**config.mk**
```make
export PLATFORM = sky130hd
export DESIGN_NAME = adder_seq_ctrl
export DESIGN_NICKNAME = d
export VERILOG_FILES = /design/src/rtl/adder_seq_ctrl_pkg.sv /design/src/rtl/adder_seq_ctrl_adder.sv /design/src/rtl/adder_seq_ctrl.sv
export SDC_FILE = /design/constraint.sdc
export NUM_CORES = 1
export LEC_CHECK = 0
export CORE_MARGIN = 5
export CORE_UTILIZATION = 30
export CTS_CLUSTER_SIZE = 20
export DETAILED_ROUTE_END_ITERATION = 8
export GPL_ROUTABILITY_DRIVEN = 0
export PLACE_DENSITY_LB_ADDON = 0.05
export SLEW_MARGIN = 15
export SYNTH_ARGS = -nofsm -noshare
export SYNTH_HDL_FRONTEND = slang
export SYNTH_HIERARCHICAL = 1
export SYNTH_SLANG_ARGS = --single-unit
```
**constraint.sdc**
```tcl
create_clock -name clk -period 3.79 [get_ports clk]
set_input_delay 0.758 -clock clk [delete_from_list [all_inputs] [get_ports clk]]
set_output_delay 0.758 -clock clk [all_outputs]
set_load 0.01 [all_outputs]
```
**src/rtl/adder_seq_ctrl_pkg.sv**
```systemverilog
// Shared types and helpers for the chunk-serial shared-adder controller.
package adder_seq_ctrl_pkg;

  typedef enum logic [1:0] {
    IDLE = 2'd0,
    CALC = 2'd1,
    DONE = 2'd2
  } state_t;

  // Ceiling log2 usable in constant expressions; clog2(1) = 0.
  function automatic int clog2(input int v);
    int r;
    r = 0;
    for (int i = 0; i < 31; i++)
      if ((1 << i) < v) r = i + 1;
    return r;
  endfunction

endpackage

```
**src/rtl/adder_seq_ctrl_adder.sv**
```systemverilog
// Plain combinational ripple adder slice; the controller time-shares one instance.
module adder #(
  parameter int size = 8
) (
  input  logic [size-1:0] a,
  input  logic [size-1:0] b,
  input  logic            cin,
  output logic [size-1:0] sum,
  output logic            cout
);

  assign {cout, sum} = {1'b0, a} + {1'b0, b} + {{size{1'b0}}, cin};

endmodule

```
**src/rtl/adder_seq_ctrl.sv**
```systemverilog
// Round-robin front end plus chunk-serial sequencer around one shared adder slice.
// One WIDTH-bit addition is in flight at a time; the carry ripples between
// chunks through a register, one chunk per cycle.
module adder_seq_ctrl
  import adder_seq_ctrl_pkg::*;
#(
  parameter int WIDTH = 32,
  parameter int CHUNK = 8,
  parameter int NREQ  = 2,
  localparam int NCHUNK = WIDTH / CHUNK,
  localparam int IDW    = (NREQ > 1) ? clog2(NREQ) : 1
) (
  input  logic                  clk,
  input  logic                  rst_n,
  input  logic [NREQ-1:0]       req_valid,
  output logic [NREQ-1:0]       req_ready,
  input  logic [NREQ*WIDTH-1:0] req_a,
  input  logic [NREQ*WIDTH-1:0] req_b,
  input  logic [NREQ-1:0]       req_cin,
  output logic                  rsp_valid,
  input  logic                  rsp_ready,
  output logic [IDW-1:0]        rsp_id,
  output logic [WIDTH-1:0]      rsp_sum,
  output logic                  rsp_cout
);

  localparam int CW = (NCHUNK > 1) ? clog2(NCHUNK) : 1;

  state_t                          state;
  logic [IDW-1:0]                  rr;
  logic [CW-1:0]                   cnt;
  logic [NREQ-1:0][WIDTH-1:0]      a_arr, b_arr;
  logic [NCHUNK-1:0][CHUNK-1:0]    a_r, b_r, sum_r;
  logic                            carry;

  logic                            gnt_vld;
  logic [IDW-1:0]                  gnt_id;
  logic [IDW-1:0]                  rr_nxt;
  logic [IDW-1:0]                  idx;
  int                              tmp;

  logic [CHUNK-1:0]                add_s;
  logic                            add_co;
  logic                            last;

  assign a_arr   = req_a;
  assign b_arr   = req_b;
  assign rsp_sum = sum_r;
  assign last    = (cnt == CW'(NCHUNK - 1));

  // Grant the first valid requester at or after the rr pointer, wrapping.
  // Scanning from the far end lets the nearest hit win.
  always_comb begin
    gnt_vld = 1'b0;
    gnt_id  = '0;
    tmp     = 0;
    idx     = '0;
    for (int k = NREQ - 1; k >= 0; k--) begin
      tmp = int'(rr) + k;
      if (tmp >= NREQ) tmp = tmp - NREQ;
      idx = IDW'(tmp);
      if (req_valid[idx]) begin
        gnt_vld = 1'b1;
        gnt_id  = idx;
      end
    end
  end

  // Pointer moves one past the winner so it becomes lowest priority next time.
  assign rr_nxt = (gnt_id == IDW'(NREQ - 1)) ? '0 : gnt_id + IDW'(1);

  // Ready is offered only to the winner while idle; held low during reset.
  always_comb begin
    req_ready = '0;
    if (rst_n && state == IDLE && gnt_vld) req_ready[gnt_id] = 1'b1;
  end

  adder #(.size(CHUNK)) u_adder (
    .a    (a_r[cnt]),
    .b    (b_r[cnt]),
    .cin  (carry),
    .sum  (add_s),
    .cout (add_co)
  );

  // Controller FSM: accept, ripple chunk by chunk, then hold the result.
  always_ff @(posedge clk or negedge rst_n) begin
    if (!rst_n) begin
      state     <= IDLE;
      rr        <= '0;
      cnt       <= '0;
      a_r       <= '0;
      b_r       <= '0;
      sum_r     <= '0;
      carry     <= 1'b0;
      rsp_id    <= '0;
      rsp_cout  <= 1'b0;
      rsp_valid <= 1'b0;
    end else begin
      case (state)
        IDLE: begin
          if (gnt_vld) begin
            a_r    <= a_arr[gnt_id];
            b_r    <= b_arr[gnt_id];
            carry  <= req_cin[gnt_id];  // carry reg doubles as cin for chunk 0
            rsp_id <= gnt_id;
            cnt    <= '0;
            rr     <= rr_nxt;
            state  <= CALC;
          end
        end
        CALC: begin
          sum_r[cnt] <= add_s;
          carry      <= add_co;
          cnt        <= cnt + CW'(1);
          if (last) begin
            cnt       <= '0;
            rsp_cout  <= add_co;
            rsp_valid <= 1'b1;
            state     <= DONE;
          end
        end
        DONE: begin
          if (rsp_ready) begin
            rsp_valid <= 1'b0;
            state     <= IDLE;
          end
        end
        default: state <= IDLE;
      endcase
    end
  end

endmodule

```
==> run_summary.xml, run 1 <==
<?xml version="1.0" encoding="UTF-8"?>
<metrics>
  <group name="worst_setup_path">
    <metric name="crit_path_max_incr_delay" unit="ps">610</metric>
    <metric name="setup.reg_to_reg.worst_slack" unit="ps">610</metric>
    <metric name="crit_start" unit="">state[0]</metric>
    <metric name="crit_path_start_kind" unit="">flop</metric>
    <metric name="timing.critical_path.required" unit="ps">3030</metric>
    <metric name="worstPathCellList" unit="">nor2_4 -&gt; and3_4 -&gt; and2_1 -&gt; clkdlybuf4s50_1</metric>
    <metric name="worstSetupEndpointType" unit="">output pin</metric>
    <metric name="timing.setup.critical_path_class" unit="">reg2out</metric>
    <metric name="cp-endpoint" unit="">req_ready[1]</metric>
    <metric name="crit-reg2reg-capture" unit="">rsp_sum[30]</metric>
    <metric name="critical_path.max_fanout" unit="">32</metric>
    <metric name="worst_r2r_startpoint" unit="">cnt[0]</metric>
    <metric name="crit_slowest_cell" unit="">sky130_fd_sc_hd__nor2_4</metric>
    <metric name="worst-endpoint-arrival" unit="ps">2440</metric>
    <metric name="r2r.worst_path.cells" unit="">8</metric>
  </group>
  <group name="flow_run">
    <metric name="cap_viol_max_count" unit="">0</metric>
  </group>
  <group name="logic_synthesis">
    <metric name="synth_nets" unit="">545</metric>
    <metric name="syn-cell-area" unit="um^2">5270</metric>
    <metric name="synth_area_per_cell" unit="um^2">13.3</metric>
    <metric name="synth_enable_flop_cells" unit="">0</metric>
    <metric name="synth_async_sr_flop_share" unit="">1.00</metric>
    <metric name="ys_seq_area_frac" unit="">0.498</metric>
    <metric name="synth.top_cell.area_share" unit="">0.498</metric>
    <metric name="most_used_standard_cells_in_the_synthesized_netlist" unit="">sky130_fd_sc_hd__dfrtp_1 (105), sky130_fd_sc_hd__a21boi_0 (65), sky130_fd_sc_hd__a221o_1 (64), sky130_fd_sc_hd__mux2_2 (33), sky130_fd_sc_hd__mux4_2 (16)</metric>
    <metric name="synth.ff_latch_count" unit="">105</metric>
    <metric name="synthDominantAreaCellType" unit="">sky130_fd_sc_hd__dfrtp_1</metric>
    <metric name="synth_area_leaders" unit="">sky130_fd_sc_hd__dfrtp_1 (50%), sky130_fd_sc_hd__a221o_1 (12%), sky130_fd_sc_hd__a21boi_0 (9.3%)</metric>
    <metric name="ys.flop_type" unit="">sky130_fd_sc_hd__dfrtp_1</metric>
    <metric name="synth_warnings" unit="">6</metric>
    <metric name="yosys.cell_count.top_type" unit="">sky130_fd_sc_hd__dfrtp_1</metric>
    <metric name="synthDistinctLibCells" unit="">40</metric>
    <metric name="netlist_instances" unit="">397</metric>
  </group>
  <group name="cells_and_area">
    <metric name="num-nets-final" unit="">701</metric>
    <metric name="seqCellArea" unit="um^2">2630</metric>
    <metric name="antennaDiodeCount" unit="">0</metric>
    <metric name="layout-drive-gt1-share" unit="">0.144</metric>
    <metric name="area.growth.synth_to_final" unit="%">41.3</metric>
    <metric name="multi_input_area" unit="um^2">2430</metric>
    <metric name="fill_cells" unit="">1634</metric>
  </group>
  <group name="sta">
    <metric name="final_period_minus_worst_setup_slack" unit="ps">3200</metric>
    <metric name="tns" unit="ps">0</metric>
    <metric name="report.final.slew_viol_count" unit="">0</metric>
    <metric name="fin_worst_skew" unit="ps">7.99</metric>
    <metric name="min_period_over_period" unit="">0.844</metric>
    <metric name="setup_repair_after_global_routing_missed_its_margin" unit="">no</metric>
    <metric name="final-hold-violation-count" unit="">0</metric>
    <metric name="final.hold.worst_slack" unit="ps">313</metric>
    <metric name="worst_slew_margin_rel" unit="">0.320</metric>
    <metric name="final_report_setup_violation_count" unit="">0</metric>
    <metric name="max_clock_freq" unit="MHz">312</metric>
    <metric name="worst-slew-pin-transition" unit="ps">1020</metric>
  </group>
  <group name="pwr">
    <metric name="power_leakage" unit="uW">0.00305</metric>
    <metric name="powerDensity" unit="nW/um^2">905</metric>
    <metric name="vdd_drop_max" unit="mV">0.454</metric>
  </group>
  <group name="clock_tree">
    <metric name="clkSlewWorstSetupHoldPaths" unit="ps">70</metric>
    <metric name="clock_tree.buffer_depth" unit="">2</metric>
    <metric name="root_buffer" unit="">sky130_fd_sc_hd__clkbuf_16</metric>
    <metric name="ctsResizeCount" unit="">0</metric>
    <metric name="numCtsBuffers" unit="">9</metric>
    <metric name="clk-insertion-delay-late" unit="ps">350</metric>
    <metric name="tritoncts_num_sinks" unit="">105</metric>
    <metric name="cts_max_level" unit="">3</metric>
    <metric name="number_of_setup_buffers_added_after_cts" unit="">0</metric>
    <metric name="cts.hold.buffers_added" unit="">0</metric>
    <metric name="clock_tree_from_tritoncts" unit="">yes</metric>
  </group>
  <group name="routing">
    <metric name="routed_wirelength" unit="mm">16.1</metric>
    <metric name="detail_route.iter0.violations" unit="">190</metric>
    <metric name="avgViaCountPerCell" unit="">5.21</metric>
    <metric name="routedWlPerCell" unit="um">20.5</metric>
    <metric name="route.vias.total" unit="">4073</metric>
    <metric name="drt_drc_violations_left" unit="">0</metric>
    <metric name="antenna_violating_nets_post_route" unit="">0</metric>
    <metric name="dr.pass1.iters" unit="">4</metric>
  </group>
  <group name="global_route">
    <metric name="grt_max_degree" unit="">82</metric>
    <metric name="first_global_vias" unit="">4413</metric>
    <metric name="antenna_violations_before_repair" unit="">0</metric>
    <metric name="global_route_congestion_overflow_total" unit="">0</metric>
    <metric name="gr-usage-all-layers" unit="">0.159</metric>
    <metric name="grt_first_pass_wirelength" unit="mm">25.0</metric>
  </group>
  <group name="min_path">
    <metric name="hold_path_class" unit="">in2async</metric>
  </group>
  <group name="die">
    <metric name="floorplan.rows" unit="">48</metric>
    <metric name="die_w" unit="um">143</metric>
    <metric name="pin_count" unit="">172</metric>
    <metric name="initial_utilization" unit="">0.305</metric>
    <metric name="die_area" unit="um^2">20300</metric>
    <metric name="chipHeight" unit="um">143</metric>
    <metric name="fp.coreArea" unit="um^2">17300</metric>
  </group>
  <group name="outcome">
    <metric name="outcome" unit="">finished clean</metric>
  </group>
  <group name="placed_design">
    <metric name="hpwl_reported_at_the_end_of_detailed_placement" unit="mm">12.0</metric>
    <metric name="io_buffer_count" unit="">171</metric>
  </group>
</metrics>
[worst min-delay path by stage]
stage	startpoint	slack (ps)	end	cells past startpoint
final	rst_n	310	rsp_sum[11]	1
after CTS	rst_n	320	rsp_sum[11]	1
after floorplan	rst_n	460	a_r[0]	0
after global placement	rsp_id	470	rsp_id	1
after detailed placement	rsp_id	480	rsp_id	1
after global routing	rst_n	320	rsp_sum[11]	1
[metrics by stage]
step / area (um^2) / total power, uW / cells / utilization / setup slack (ps)
floorplan: 5270 / 4480 / 397 / - / 721
global route: 7450 / 7250 / 782 / 0.431 / 413
global placement: 7140 / 5790 / 767 / 0.413 / 653
detailed placement: 7140 / 5860 / 767 / 0.413 / 597
finish: 7450 / 6740 / 782 / 0.431 / 590
CTS: 7450 / 6860 / 782 / 0.431 / 577
[kinds of logic after synthesis]
family | share of synthesized area
AO/OA/AOI/OAI | 0.246
XOR/XNOR | 0.00665
adder cells (fa/ha/maj) | 0.0337
buffers and inverters | 0.0408
flip-flops | 0.498
multiplexers | 0.141
AND/OR/NAND/NOR | 0.0342
[routing by layer]
layer,vias up,wire [um],global-route usage
met3,7,886,0.0467
met1,2055,7310,0.216
met4,0,110,0.0335
li1,1887,-,-
met5,-,0,0
met2,124,7750,0.254
[placed cells by master (no fill, tap or decap), types with 2 or more instances in the layout]
cell type / instances
sky130_fd_sc_hd__a21boi_0: 65
sky130_fd_sc_hd__a21o_1: 4
sky130_fd_sc_hd__a21oi_1: 8
sky130_fd_sc_hd__a221o_1: 64
sky130_fd_sc_hd__a22o_1: 2
sky130_fd_sc_hd__a311o_1: 2
sky130_fd_sc_hd__and2_1: 2
sky130_fd_sc_hd__and3_4: 2
sky130_fd_sc_hd__buf_4: 7
sky130_fd_sc_hd__clkbuf_16: 9
sky130_fd_sc_hd__clkbuf_8: 2
sky130_fd_sc_hd__clkdlybuf4s50_1: 170
sky130_fd_sc_hd__dfrtp_1: 105
sky130_fd_sc_hd__fa_1: 2
sky130_fd_sc_hd__ha_1: 11
sky130_fd_sc_hd__inv_1: 6
sky130_fd_sc_hd__inv_6: 2
sky130_fd_sc_hd__mux2_2: 33
sky130_fd_sc_hd__mux4_2: 16
sky130_fd_sc_hd__nand2_1: 6
sky130_fd_sc_hd__nand2_2: 4
sky130_fd_sc_hd__nand3_1: 2
sky130_fd_sc_hd__nor2_1: 4
sky130_fd_sc_hd__nor2b_1: 4
sky130_fd_sc_hd__nor3_1: 2
sky130_fd_sc_hd__nor4_1: 2
sky130_fd_sc_hd__o21ai_0: 2
sky130_fd_sc_hd__xnor2_1: 2
sky130_fd_sc_hd__xor2_1: 2
[power breakdown]
part | switching, uW | leakage (uW) | internal, uW
Sequential | 386 | 0.00129 | 1690
Combinational | 1770 | 0.00161 | 1940
Clock | 407 | 0.000150 | 550
[registers in the layout (all words and copies together), names as in the netlist, 2 cells and up]
register,cells
cnt,2
state,2
a_r,32
b_r,32
rsp_sum,32
[critical path: cells and delay by family (launching register included)]
kind                   cells  cell delay [ps]
AND/OR/NAND/NOR            3             1080
buffers and inverters      1              550
flip-flops                 1              470
[final cells by class]
type / count / area share
flip-flops and latches: 105 / 0.353
clock buffers: 12 / 0.0344
well taps: 225 / 0.0378
inverters: 7 / 0.00353
multi-input cells: 252 / 0.327
repair buffers: 178 / 0.238
clock inverters: 3 / 0.00638
Power figures use the tool's default switching activity.
==> inputs of run 2 (changes only) <==
Clock period 3.79 ns to 2.85 ns, I/O delays scaled along.
==> run 2 against run 1 <==
- final cell count up 0.90%
- clock skew down 1.5 ps
- sequential power up 31%
- register-to-register slack worse by 480 ps
- critical path type is now reg2reg
- combinational power up 39%
- sequential share of layout area down 0.21 points
==> run_summary.xml, run 2 (same netlist as run 1, synthesis figures left out) <==
<?xml version="1.0" encoding="UTF-8"?>
<metrics>
  <group name="outcome">
    <metric name="outcome" unit="">finished clean</metric>
  </group>
  <group name="pwr">
    <metric name="vdd_drop_max" unit="mV">0.579</metric>
    <metric name="sequentialPowerShare" unit="">0.302</metric>
    <metric name="pwr-share-clk" unit="">0.128</metric>
    <metric name="p_sw_frac" unit="">0.383</metric>
    <metric name="power_leakage" unit="uW">0.00306</metric>
    <metric name="power.internal" unit="uW">5570</metric>
    <metric name="powerDensity" unit="nW/um^2">1200</metric>
    <metric name="pwr-share-comb" unit="">0.570</metric>
    <metric name="net_switching_power_of_the_design" unit="uW">3460</metric>
  </group>
  <group name="cells_and_area">
    <metric name="num-nets-final" unit="">707</metric>
    <metric name="final_design_area_no_fill" unit="um^2">7500</metric>
    <metric name="area.growth.synth_to_final" unit="%">42.2</metric>
    <metric name="leading_cell_type_in_the_layout_fill_and_taps_excluded" unit="">sky130_fd_sc_hd__clkdlybuf4s50_1</metric>
    <metric name="multi_input_area" unit="um^2">2460</metric>
    <metric name="antennaDiodeCount" unit="">0</metric>
    <metric name="fill_cells" unit="">1629</metric>
    <metric name="seqCellArea" unit="um^2">2630</metric>
    <metric name="layout_common_cells" unit="">sky130_fd_sc_hd__clkdlybuf4s50_1 (170), sky130_fd_sc_hd__dfrtp_1 (104), sky130_fd_sc_hd__a21boi_0 (65)</metric>
    <metric name="layout-drive-gt1-share" unit="">0.165</metric>
  </group>
  <group name="worst_setup_path">
    <metric name="crit-reg2reg-capture" unit="">rsp_sum[5]</metric>
    <metric name="crit_slowest_cell" unit="">sky130_fd_sc_hd__mux4_2</metric>
    <metric name="timing.setup.critical_path_class" unit="">reg2reg</metric>
    <metric name="critical_path.max_fanout" unit="">6</metric>
    <metric name="setup.reg_to_reg.worst_slack" unit="ps">130</metric>
    <metric name="r2r.worst_path.cells" unit="">7</metric>
    <metric name="crit_path_start_kind" unit="">flop</metric>
    <metric name="crit_path_max_incr_delay" unit="ps">520</metric>
    <metric name="worst-endpoint-arrival" unit="ps">2950</metric>
    <metric name="worst_r2r_startpoint" unit="">cnt[0]</metric>
    <metric name="worstPathCellList" unit="">buf_6 -&gt; mux4_2 -&gt; ha_1 -&gt; a21oi_1 -&gt; a21oi_1 -&gt; a311o_1 -&gt; mux2_2</metric>
    <metric name="crit_start" unit="">cnt[0]</metric>
    <metric name="cp-endpoint" unit="">rsp_sum[5]</metric>
    <metric name="worstSetupEndpointType" unit="">flop</metric>
    <metric name="critPathMostFrequentCell" unit="">sky130_fd_sc_hd__a21oi_1</metric>
    <metric name="timing.critical_path.required" unit="ps">3090</metric>
  </group>
  <group name="routing">
    <metric name="routedWlPerCell" unit="um">20.6</metric>
    <metric name="dr.pass1.iters" unit="">4</metric>
    <metric name="routed_wirelength" unit="mm">16.2</metric>
    <metric name="route.vias.total" unit="">4100</metric>
    <metric name="antenna_violating_nets_post_route" unit="">0</metric>
    <metric name="drt_drc_violations_left" unit="">0</metric>
    <metric name="avgViaCountPerCell" unit="">5.20</metric>
    <metric name="detail_route.iter0.violations" unit="">136</metric>
  </group>
  <group name="die">
    <metric name="die_w" unit="um">143</metric>
    <metric name="chipHeight" unit="um">143</metric>
    <metric name="fp.coreArea" unit="um^2">17300</metric>
    <metric name="die_area" unit="um^2">20300</metric>
    <metric name="pin_count" unit="">172</metric>
    <metric name="floorplan.rows" unit="">48</metric>
    <metric name="initial_utilization" unit="">0.305</metric>
  </group>
  <group name="clock_tree">
    <metric name="cts_max_level" unit="">3</metric>
    <metric name="clkSlewWorstSetupHoldPaths" unit="ps">70</metric>
    <metric name="clock_tree.buffer_depth" unit="">2</metric>
    <metric name="root_buffer" unit="">sky130_fd_sc_hd__clkbuf_16</metric>
    <metric name="numCtsBuffers" unit="">9</metric>
    <metric name="clock_tree_from_tritoncts" unit="">yes</metric>
    <metric name="number_of_setup_buffers_added_after_cts" unit="">0</metric>
    <metric name="clk-insertion-delay-late" unit="ps">350</metric>
    <metric name="tritoncts_num_sinks" unit="">105</metric>
  </group>
  <group name="sta">
    <metric name="fin_worst_skew" unit="ps">6.52</metric>
    <metric name="worst-slew-pin-transition" unit="ps">830</metric>
    <metric name="final.hold.worst_slack" unit="ps">299</metric>
    <metric name="final-hold-violation-count" unit="">0</metric>
    <metric name="report.final.slew_viol_count" unit="">0</metric>
    <metric name="worst_slew_margin_rel" unit="">0.446</metric>
    <metric name="final.setup.worst_slack" unit="ps">132</metric>
    <metric name="final_period_minus_worst_setup_slack" unit="ps">2720</metric>
    <metric name="min_period_over_period" unit="">0.954</metric>
    <metric name="setup_repair_after_global_routing_missed_its_margin" unit="">no</metric>
    <metric name="tns" unit="ps">0</metric>
    <metric name="max_clock_freq" unit="MHz">368</metric>
    <metric name="final_report_setup_violation_count" unit="">0</metric>
  </group>
  <group name="global_route">
    <metric name="antenna_violations_before_repair" unit="">0</metric>
    <metric name="grt_max_degree" unit="">66</metric>
    <metric name="first_global_vias" unit="">4376</metric>
    <metric name="gr-usage-all-layers" unit="">0.162</metric>
    <metric name="grt_first_pass_wirelength" unit="mm">25.2</metric>
    <metric name="global_route_congestion_overflow_total" unit="">0</metric>
  </group>
  <group name="placed_design">
    <metric name="placement.cell_area" unit="um^2">7200</metric>
    <metric name="io_buffer_count" unit="">171</metric>
    <metric name="preCtsSetupSlack" unit="ps">29.7</metric>
    <metric name="hpwl_reported_at_the_end_of_detailed_placement" unit="mm">12.2</metric>
  </group>
  <group name="flow_run">
    <metric name="cap_viol_max_count" unit="">0</metric>
  </group>
  <group name="min_path">
    <metric name="hold_path_class" unit="">in2async</metric>
  </group>
</metrics>
run 2: cell types whose count changed in the layout (fill, tap and decap cells not counted), moves of 2 or more:
cell / previous run / this run
sky130_fd_sc_hd__ha_1: 11 / 9
sky130_fd_sc_hd__buf_6: 0 / 2
sky130_fd_sc_hd__clkbuf_8: 2 / 0
sky130_fd_sc_hd__buf_4: 7 / 10
sky130_fd_sc_hd__clkbuf_1: 1 / 3
sky130_fd_sc_hd__ha_2: 0 / 2
sky130_fd_sc_hd__fa_1: 2 / 0
sky130_fd_sc_hd__clkinvlp_4: 0 / 2
sky130_fd_sc_hd__fa_2: 0 / 2
run 2: cell type report:
class | instances | share of cell area
well taps | 225 | 0.0376
repair buffers | 184 | 0.245
flip-flops and latches | 105 | 0.351
clock buffers | 12 | 0.0315
multi-input cells | 252 | 0.328
inverters | 7 | 0.00351
clock inverters | 4 | 0.00384
run 2: routing by layer:
| metal | GRT usage | vias up | routed length [um] |
|---|---|---|---|
| met5 | 0 | - | 0 |
| met4 | 0.0450 | 0 | 166 |
| met3 | 0.0366 | 10 | 844 |
| met2 | 0.260 | 120 | 8080 |
| met1 | 0.220 | 2075 | 7120 |
| li1 | - | 1895 | - |
run 2: power by group through the flow:
stage                     Sequential [uW]  Clock [uW]  Combinational (uW)
after floorplan                      2650           0                3360
after global placement               2760           0                5000
after detailed placement             2760           0                5110
after CTS                            2740        1200                5130
after global routing                 2820        1240                5640
final                                2720        1160                5150
run 2: critical path: cells and delay by family (launching register included):
family,cells,cell delay [ps]
buf+inv,1,170
flops,1,440
mux,2,810
fa+ha+maj,1,380
compound gates,3,800
run 2: per-stage QoR:
stage / total power (uW) / util / instances
CTS: 9070 / 0.431 / 789
floorplan: 6010 / - / 397
detailed placement: 7870 / 0.416 / 773
finish: 9030 / 0.433 / 789
global route: 9700 / 0.433 / 789
global placement: 7770 / 0.416 / 773
run 2: worst min-delay path by stage:
stage | start | end | slack (ps)
3_5_place_dp | rsp_id | rsp_id | 470
3_3_place_gp | rsp_id | rsp_id | 470
4_1_cts | rst_n | a_r[24] | 320
2_1_floorplan | rst_n | a_r[0] | 270
6_report | rst_n | a_r[6] | 300
5_1_grt | rst_n | a_r[5] | 340
run 2: what timing repair did:
action | CTS | global route
hold endpoints to repair | 0 | 0
setup endpoints to repair | 0 | 18
hold buffers | 0 | 0
resized for setup | 0 | 11
==> edit: new RTL, settings of run 1 <==
The parameter `NREQ` goes from 2 to 4.
--- a/src/rtl/adder_seq_ctrl.sv
+++ b/src/rtl/adder_seq_ctrl.sv
@@ -6,7 +6,7 @@
 #(
   parameter int WIDTH = 32,
   parameter int CHUNK = 8,
-  parameter int NREQ  = 2,
+  parameter int NREQ  = 4,
   localparam int NCHUNK = WIDTH / CHUNK,
   localparam int IDW    = (NREQ > 1) ? clog2(NREQ) : 1
 ) (
Ports: changed (6 resized); port bits go from 172 to 307. The function was not compared with the original's and may differ.
==> edit against run 1 <==
Largest power group unchanged; synthesized area increased by 24%; synthesized cell count is 42% higher; cell count increased by 45%; count of clock-buffer cells in the layout decreased by 2; total power increased by 19%; critical endpoint is now req_ready[0]; routed wire length grew 42%; design area up 36%; setup slack worse by 350 ps; critical path type is now input port to output port; sequential cell count increased by 2; clock skew down 2.4 ps.
==> edit: results (changes against run 1) <==
synthesized-area fraction occupied by adder cells 3.49% (was 3.37%); syn_nets 846 (was 545); outcome finished clean (unchanged); Synth Area in Compound Gates 12.2% (was 24.6%); clock net sink count 107 (was 105); initial antenna violation count 2 (was 0); vias in the first global route 6085 (was 4413); Worst path max stage delay 530 ps (was 610 ps); critical path startpoint req_valid[2] (was state[0]$_DFFE_PN0P_); layout net count 1132 (was 701); share of cell area taken by multi-input logic gates 34.9% (was 32.7%); P_leak 4.41 nW (was 3.05 nW); post-synthesis mux area share 31.1% (was 14.1%); Yosys cell types 42 (was 40); met3 Use GR 3.66% (was 4.67%); #MultiIn Comb 403 (was 252); worst endpoint data arrival time 2790 ps (was 2440 ps); DP Area 9800 µm² (was 7140 µm²); pin count of the biggest net entering global routing 129 (was 82); clock buf count 10 (was 12); fill count 2033 (was 1634); min-delay worst type flop to flop (was input port to async pin); VDD IR max 0.454 mV (about the same); wire length on met2 11.9 mm (was 7.75 mm); crit path to req_ready[0] (was req_ready[1]); share of cells above drive strength 1 10.2% (was 14.4%); Repair and plain buffers 316 (was 178); Area contributors post-synth dfrtp_1 (41%), mux2i_1 (20%), o221ai_1 (8.6%) (was dfrtp_1 (50%), a221o_1 (12%), a21boi_0 (9.3%)); First DRT Iteration DRCs 205 (was 190); inverter count 11 (was 7); first-pass GRT wire length 34.0 mm (was 25.0 mm); n_diodes 1 (was 0); crit path max fanout 5 (was 32); CP max-delay cell clkdlybuf4s50_1 (was nor2_4); worst clock skew 5.63 ps (was 7.99 ps); # Taps 280 (was 225); post-detail-place hpwl 18.1 mm (was 12.0 mm); CP top delay family buffers and inverters (was simple AND/OR/NAND/NOR gates)
[edit: changes by cell type after synthesis, moves of 5 or more]
| cell | delta |
|---|---|
| a21boi_0 | -65 |
| a221o_1 | -64 |
| buf_2 | +5 |
| buf_6 | +8 |
| mux2i_1 | +129 |
| nand2_1 | +79 |
| o221ai_1 | +64 |
[edit: metrics by stage]
| stage | setup WS [ps] | power, W | cells | hold slack (ps) | util, % |
|---|---|---|---|---|---|
| detailed placement | 234 | 0.00708 | 1117 | 475 | 45.3 |
| CTS | 223 | 0.00817 | 1133 | 498 | 46.9 |
| finish | 240 | 0.00803 | 1134 | 492 | 46.9 |
| global route | 119 | 0.00866 | 1134 | 513 | 46.9 |
| global placement | 273 | 0.00695 | 1117 | 469 | 45.3 |
| floorplan | 614 | 0.00536 | 562 | 451 | - |
[edit: power by group]
group / total (W) / internal, W / switching (W)
Combinational: 0.00486 / 0.00240 / 0.00246
Sequential: 0.00213 / 0.00174 / 0.000386
Clock: 0.00104 / 0.000603 / 0.000437
